<file path="src/rtl/cache_controller.sv">
// Blocking cache controller FSM: lookup, dirty write-back, refill and retry,
// with saturating hit/miss/write-back statistics counters.
module cache_controller #(
  parameter int unsigned CNT_W = 16
) (
  input  logic             clk,
  input  logic             rst,
  input  logic             cpu_valid,
  input  logic             cpu_req_type,
  output logic             cpu_ready,
  output logic             cpu_stall,
  input  logic             cache_hit,
  input  logic             cache_dirty,
  output logic             read_en_cache,
  output logic             write_en_cache,
  output logic             ready_mem,
  output logic             mem_req,
  output logic             mem_we,
  input  logic             mem_ack,
  output logic             addr_sel,
  output logic [CNT_W-1:0] hit_cnt,
  output logic [CNT_W-1:0] miss_cnt,
  output logic [CNT_W-1:0] wb_cnt
);

  typedef enum logic [1:0] {
    S_IDLE,
    S_COMPARE,
    S_WRITE_BACK,
    S_ALLOCATE
  } state_t;

  localparam logic [CNT_W-1:0] CNT_MAX = '1;

  state_t state, state_nxt;
  logic   req_wr, req_wr_nxt;
  logic   retry, retry_nxt;
  logic   hit_inc, miss_inc, wb_inc;

  // State, latched request type, retry flag and statistics
  always_ff @(posedge clk or posedge rst) begin
    if (rst) begin
      state    <= S_IDLE;
      req_wr   <= 1'b0;
      retry    <= 1'b0;
      hit_cnt  <= '0;
      miss_cnt <= '0;
      wb_cnt   <= '0;
    end else begin
      state  <= state_nxt;
      req_wr <= req_wr_nxt;
      retry  <= retry_nxt;
      if (hit_inc && hit_cnt != CNT_MAX)   hit_cnt  <= hit_cnt + CNT_W'(1);
      if (miss_inc && miss_cnt != CNT_MAX) miss_cnt <= miss_cnt + CNT_W'(1);
      if (wb_inc && wb_cnt != CNT_MAX)     wb_cnt   <= wb_cnt + CNT_W'(1);
    end
  end

  // Next state and strobes; hit response and refill strobes are Mealy on the
  // cache/memory handshake inputs so they land in the same cycle.
  always_comb begin
    state_nxt      = state;
    req_wr_nxt     = req_wr;
    retry_nxt      = retry;
    cpu_ready      = 1'b0;
    cpu_stall      = 1'b1;
    read_en_cache  = 1'b0;
    write_en_cache = 1'b0;
    ready_mem      = 1'b0;
    mem_req        = 1'b0;
    mem_we         = 1'b0;
    addr_sel       = 1'b0;
    hit_inc        = 1'b0;
    miss_inc       = 1'b0;
    wb_inc         = 1'b0;
    case (state)
      S_IDLE: begin
        cpu_stall = 1'b0;
        if (cpu_valid) begin
          req_wr_nxt = cpu_req_type;
          retry_nxt  = 1'b0;
          state_nxt  = S_COMPARE;
        end
      end
      S_COMPARE: begin
        read_en_cache  = ~req_wr;
        write_en_cache = req_wr;
        if (cache_hit) begin
          cpu_ready = 1'b1;
          hit_inc   = ~retry;
          state_nxt = S_IDLE;
        end else begin
          miss_inc  = ~retry;
          retry_nxt = 1'b1;
          state_nxt = cache_dirty ? S_WRITE_BACK : S_ALLOCATE;
        end
      end
      S_WRITE_BACK: begin
        mem_req  = 1'b1;
        mem_we   = 1'b1;
        addr_sel = 1'b1;
        if (mem_ack) begin
          wb_inc    = 1'b1;
          state_nxt = S_ALLOCATE;
        end
      end
      S_ALLOCATE: begin
        mem_req = 1'b1;
        if (mem_ack) begin
          ready_mem      = 1'b1;
          write_en_cache = 1'b1;
          state_nxt      = S_COMPARE;
        end
      end
      default: state_nxt = S_IDLE;
    endcase
  end

endmodule

</file>
<file path="config.mk">
export PLATFORM = sky130hd
export DESIGN_NAME = cache_controller
export DESIGN_NICKNAME = d
export VERILOG_FILES = /design/src/rtl/cache_controller.sv
export SDC_FILE = /design/constraint.sdc
export NUM_CORES = 1
export LEC_CHECK = 0
export BUFFER_PORTS_ARGS = -buffer_cell sky130_fd_sc_hd__buf_4
export CAP_MARGIN = 10
export CORE_AREA = 4 4 94 96
export CTS_CLUSTER_SIZE = 14
export DETAILED_ROUTE_END_ITERATION = 8
export DIE_AREA = 0 0 98 100
export SYNTH_ARGS = -nofsm -noshare
export SYNTH_HDL_FRONTEND = slang
export SYNTH_SLANG_ARGS = --single-unit
</file>
<file path="constraint.sdc">
create_clock -name clk -period 5.2 [get_ports clk]
set_input_delay 1.04 -clock clk [delete_from_list [all_inputs] [get_ports clk]]
set_output_delay 1.04 -clock clk [all_outputs]
set_load 0.02 [all_outputs]
</file>
# Word-level counts from Yosys, hierarchy flattened
# Cells that the tools add are included.
totals:
  mem_bits_rw: 0
  latch_bits: 0
  memories: 0
  reg_bits: 52
  input_bits: 7
  romBits: 0
classes:
  reduce_logical: 9
  n_div: 0
  addsub: 3
  n_bitwise: 2
  n_shift: 0
  mux: 23
  order_cmp: 0
  mul: 0
  n_eq_ne: 10
ops:
  columns: ["operator", "count"]
  rows:
  - ["16-bit by 1-bit adder with 16-bit output, second input constant", 3]
  - ["16-bit inequality test, second input constant", 3]
  - ["1-bit 2-to-1 mux", 16]
  - ["2-bit 2-to-1 mux", 4]
  - ["2-bit inequality test, second input constant", 4]
  - ["2-bit case mux with 4 select lines", 1]
  - ["3-bit AND reduction", 2]
  - ["2-bit equality test, second input constant", 2]
  - ["1-bit case mux with 2 select lines", 2]
  - ["1-bit logical AND", 3]
  - ["2-bit by 1-bit equality test with 1-bit output, second input constant", 1]
  - ["2-bit logical NOT", 1]
  - ["1-bit NOT", 2]
  - ["2-bit AND reduction", 1]
  - ["2-bit nonzero test", 1]
  - ["2-bit OR reduction", 1]

# Logic depth before layout (Yosys ltp)
depth:
  depth_word: 4
  ltp_mapped: 8

# Least setup slack after synthesis
# No wires, ideal clock.
synth_path:
  path_kind: "input -> output"
  start: "in mem_ack"
  end: "out write_en_cache"
  setup_slack_ns: 2.664
  arrival_ns: 1.496
  cell_stages: 2
  path_cell_list: "and2_1 -> a21o_1"
synth_via:
  elab_chain_len: 2
synth_rtl:
  columns: ["item", "line_no", "rtl"]
  rows:
  - ["start: declaration", "19", "input logic mem_ack,"]
  - ["1-bit 2-to-1 mux", "109", "if (mem_ack) begin"]
  - ["1-bit case mux with 2 select lines", "76", "case (state)"]
  - ["end: declaration", "15", "output logic write_en_cache,"]
# No other way between the ends.

# Worst setup path after layout
# Ends and elaborated chain as after synthesis.

==> run summary <==
CP Data Arrival Time = 1.65 ns
Slew @ Worst Pin = 0.653 ns
CTS Buf Count = 5
Max Fclk = 371 MHz
Pins Over Slew Limit = 0
First-pass GRT wire length = 10300 um
DRT Wirelength = 5790 um
Yosys warnings = 0
CP startpoint kind = input port
Fin. Hold Viols = 0
Post-CTS Resized = 0
Initial DRC count = 42
# rows = 33
CTS H-tree depth = 2
# fillers = 806
Unrepaired setup endpoints after global routing = false
Synth area leaders = dfrtp_1 49%, xor2_1 8.2%, xnor2_1 4.3%, nand4_1 4.2%, ha_1 3.8%
Final hold slack = 0.512 ns
Clk Latency, worst-skew pair = 0.30 ns
Async SR Flop Fraction = 1.00
Pin count of the biggest net entering global routing = 53
Area Overhead vs Synth = 26.1%
Yosys cell types = 38
Fin nets = 333
Clk sink count = 52
Min-delay worst type = reg2reg
Crit path kind = in2out
Post-synthesis sequential area ratio = 0.488
Postcts setup bufs = 0
Clock Skew = 0.00821 ns
Reg clk slew, reported paths = 0.10 ns
Synth area leader = dfrtp_1
Post-synth top flop = dfrtp_1
Vias in the first global route = 2144
Global placer's final weighted congestion = 0.753
Placed insts = 416
Crit end category = output port
Hold path depth = 1
Starting density of the core = 0.331
# hold bufs at CTS = 0
DR vias = 2140
WL per Instance = 13.7 um
Die Ht = 100 um
Minimum clock period = 2.69 ns
Share of post-route cells with drive strength above 1 = 0.260
PortBufs = 62
Leakage power = 1.67 nW
Status = finished clean
CTS tree = built
Post-synth EDFFs = 0
CP Data Required Time = 4.16 ns
Final Util = 0.418
Synthesized cell area = 2670 um^2
Final setup fails = 0
GRT Total Usage = 0.126
Residual DRC count = 0
Max cap viols = 0
Die width = 98 um
Max-slew headroom = 0.565
Worst reg-to-reg path cell count = 6
CTS Buffer Depth = 2
Root buf cell = clkbuf_8
Final cell count without fillers = 424
TritonRoute pass-1 iters = 4
Final ANT Viol Nets = 0
Remaining Overflow, GRT = 0
Post-synthesis register bit count = 52
Peak supply drop = 0.227 mV
DPL Wire Length = 4320 um
Synth Area per Inst = 10.5 um^2
Synthesized instance count = 255
Post-synth top area share = 0.488
Routed vias/inst = 5.05
Total power per unit cell area = 373 nW/um^2
Tcrit/Tclk final = 0.518
Net Count, Synth = 270
Core ar. = 8050 um^2
Diodes inserted = 0
Antenna violations before repair = 0
IO Pins = 63
Worst-path fanout max = 6
Die area = 9800 um^2
Setup TNS after final layout = 0 ns
==> routing by layer <==
metal / track usage / share of wire / wire [um]
met2: 0.198 / 0.46 / 2660
met3: 0.0306 / 0.052 / 303
met5: 0 / 0 / 0
met4: 0.0288 / 0.0050 / 29
met1: 0.176 / 0.48 / 2800
==> layout make-up <==
class | count | area (um^2) | share of cell area
multi-input cells | 188 | 1310 | 0.389
repair buffers | 63 | 473 | 0.141
well taps | 105 | 131 | 0.0390
clock inverters | 2 | 38.8 | 0.0115
inverters | 8 | 30.0 | 0.00893
flip-flops and latches | 52 | 1300 | 0.387
clock buffers | 6 | 82.6 | 0.0245
==> report_power, final <==
part | switching [W] | internal [W]
sequential | 0.0000847 | 0.000466
clock | 0.000135 | 0.000158
combinational | 0.000229 | 0.000184
total | 0.000448 | 0.000808
==> registers in the layout, indices dropped and copies added (netlist names) <==
register / cells
req_wr: 1
miss_cnt: 16
retry: 1
hit_cnt: 16
wb_cnt: 16
state: 2
==> cells in the mapped netlist, types with 2 or more instances <==
library cell and number:
nor2b_1 3, a2111oi_2 2, and2_1 3, xnor2_1 13, o21ai_0 2, and3_1 10
mux2_2 5, nand3_1 18, clkbuf_1 6, dfrtp_1 52, nand2_1 17, nor2_1 12
nor4b_1 2, nor3b_1 2, nor4_1 9, nand4_1 18, nor3_1 11, a41oi_1 3
a21oi_1 5, o21a_1 2, inv_1 8, ha_1 8, a31oi_1 3, or4_1 2
xor2_1 25, and4_1 2
==> path summary, 6_finish.rpt <==
path / slack, ns / startpoint / to
max: 2.51 / mem_ack / write_en_cache
min: 0.51 / hit_cnt[10]$_DFFE_PP0P_ / hit_cnt[10]$_DFFE_PP0P_
max reg2reg: 2.96 / state[1]$_DFFE_PP0P_ / miss_cnt[10]$_DFFE_PP0P_
min reg2reg: 0.51 / hit_cnt[10]$_DFFE_PP0P_ / hit_cnt[10]$_DFFE_PP0P_
max in group asynchronous: 3.85 / rst / miss_cnt[1]$_DFFE_PP0P_
min in group asynchronous: 0.92 / rst / hit_cnt[14]$_DFFE_PP0P_
==> through the flow <==
stage          area [um^2]  power, W  setup WS [ns]
2_1_floorplan         2670  0.000802           2.66
3_3_place_gp          3240  0.000970           2.54
3_5_place_dp          3240  0.000977           2.51
4_1_cts               3360   0.00127           2.50
5_1_grt               3360   0.00134           2.47
6_report              3360   0.00126           2.51
==> kinds of logic (layout without fill, tap and decap cells) <==
| logic type | after synthesis | after routing | share of synthesized area |
|---|---|---|---|
| AND/OR/NAND/NOR | 115 | 115 | 0.245 |
| flip-flops | 52 | 52 | 0.488 |
| XOR/XNOR | 38 | 38 | 0.125 |
| AO/OA/AOI/OAI | 22 | 22 | 0.0614 |
| buffers and inverters | 15 | 79 | 0.0225 |
| adder cells (fa/ha/maj) | 8 | 8 | 0.0375 |
| multiplexers | 5 | 5 | 0.0211 |
==> placed cells by master, fill, tap and decap left out, types with 3 or more instances in the layout <==
cell type	n
a21oi_1	5
a31oi_1	3
a41oi_1	3
and2_1	3
and3_1	10
buf_4	63
clkbuf_8	6
dfrtp_1	52
ha_1	8
inv_1	7
mux2_2	5
nand2_1	17
nand3_1	18
nand4_1	18
nor2_1	12
nor2b_1	3
nor3_1	11
nor4_1	9
xnor2_1	13
xor2_1	25
==> worst max-delay path, stage by stage <==
cell    delay (ns)
buf_4         0.13
and2_1        0.17
a21o_1        0.16
buf_4         0.15
Note: power is estimated with default switching activity, not from simulation.
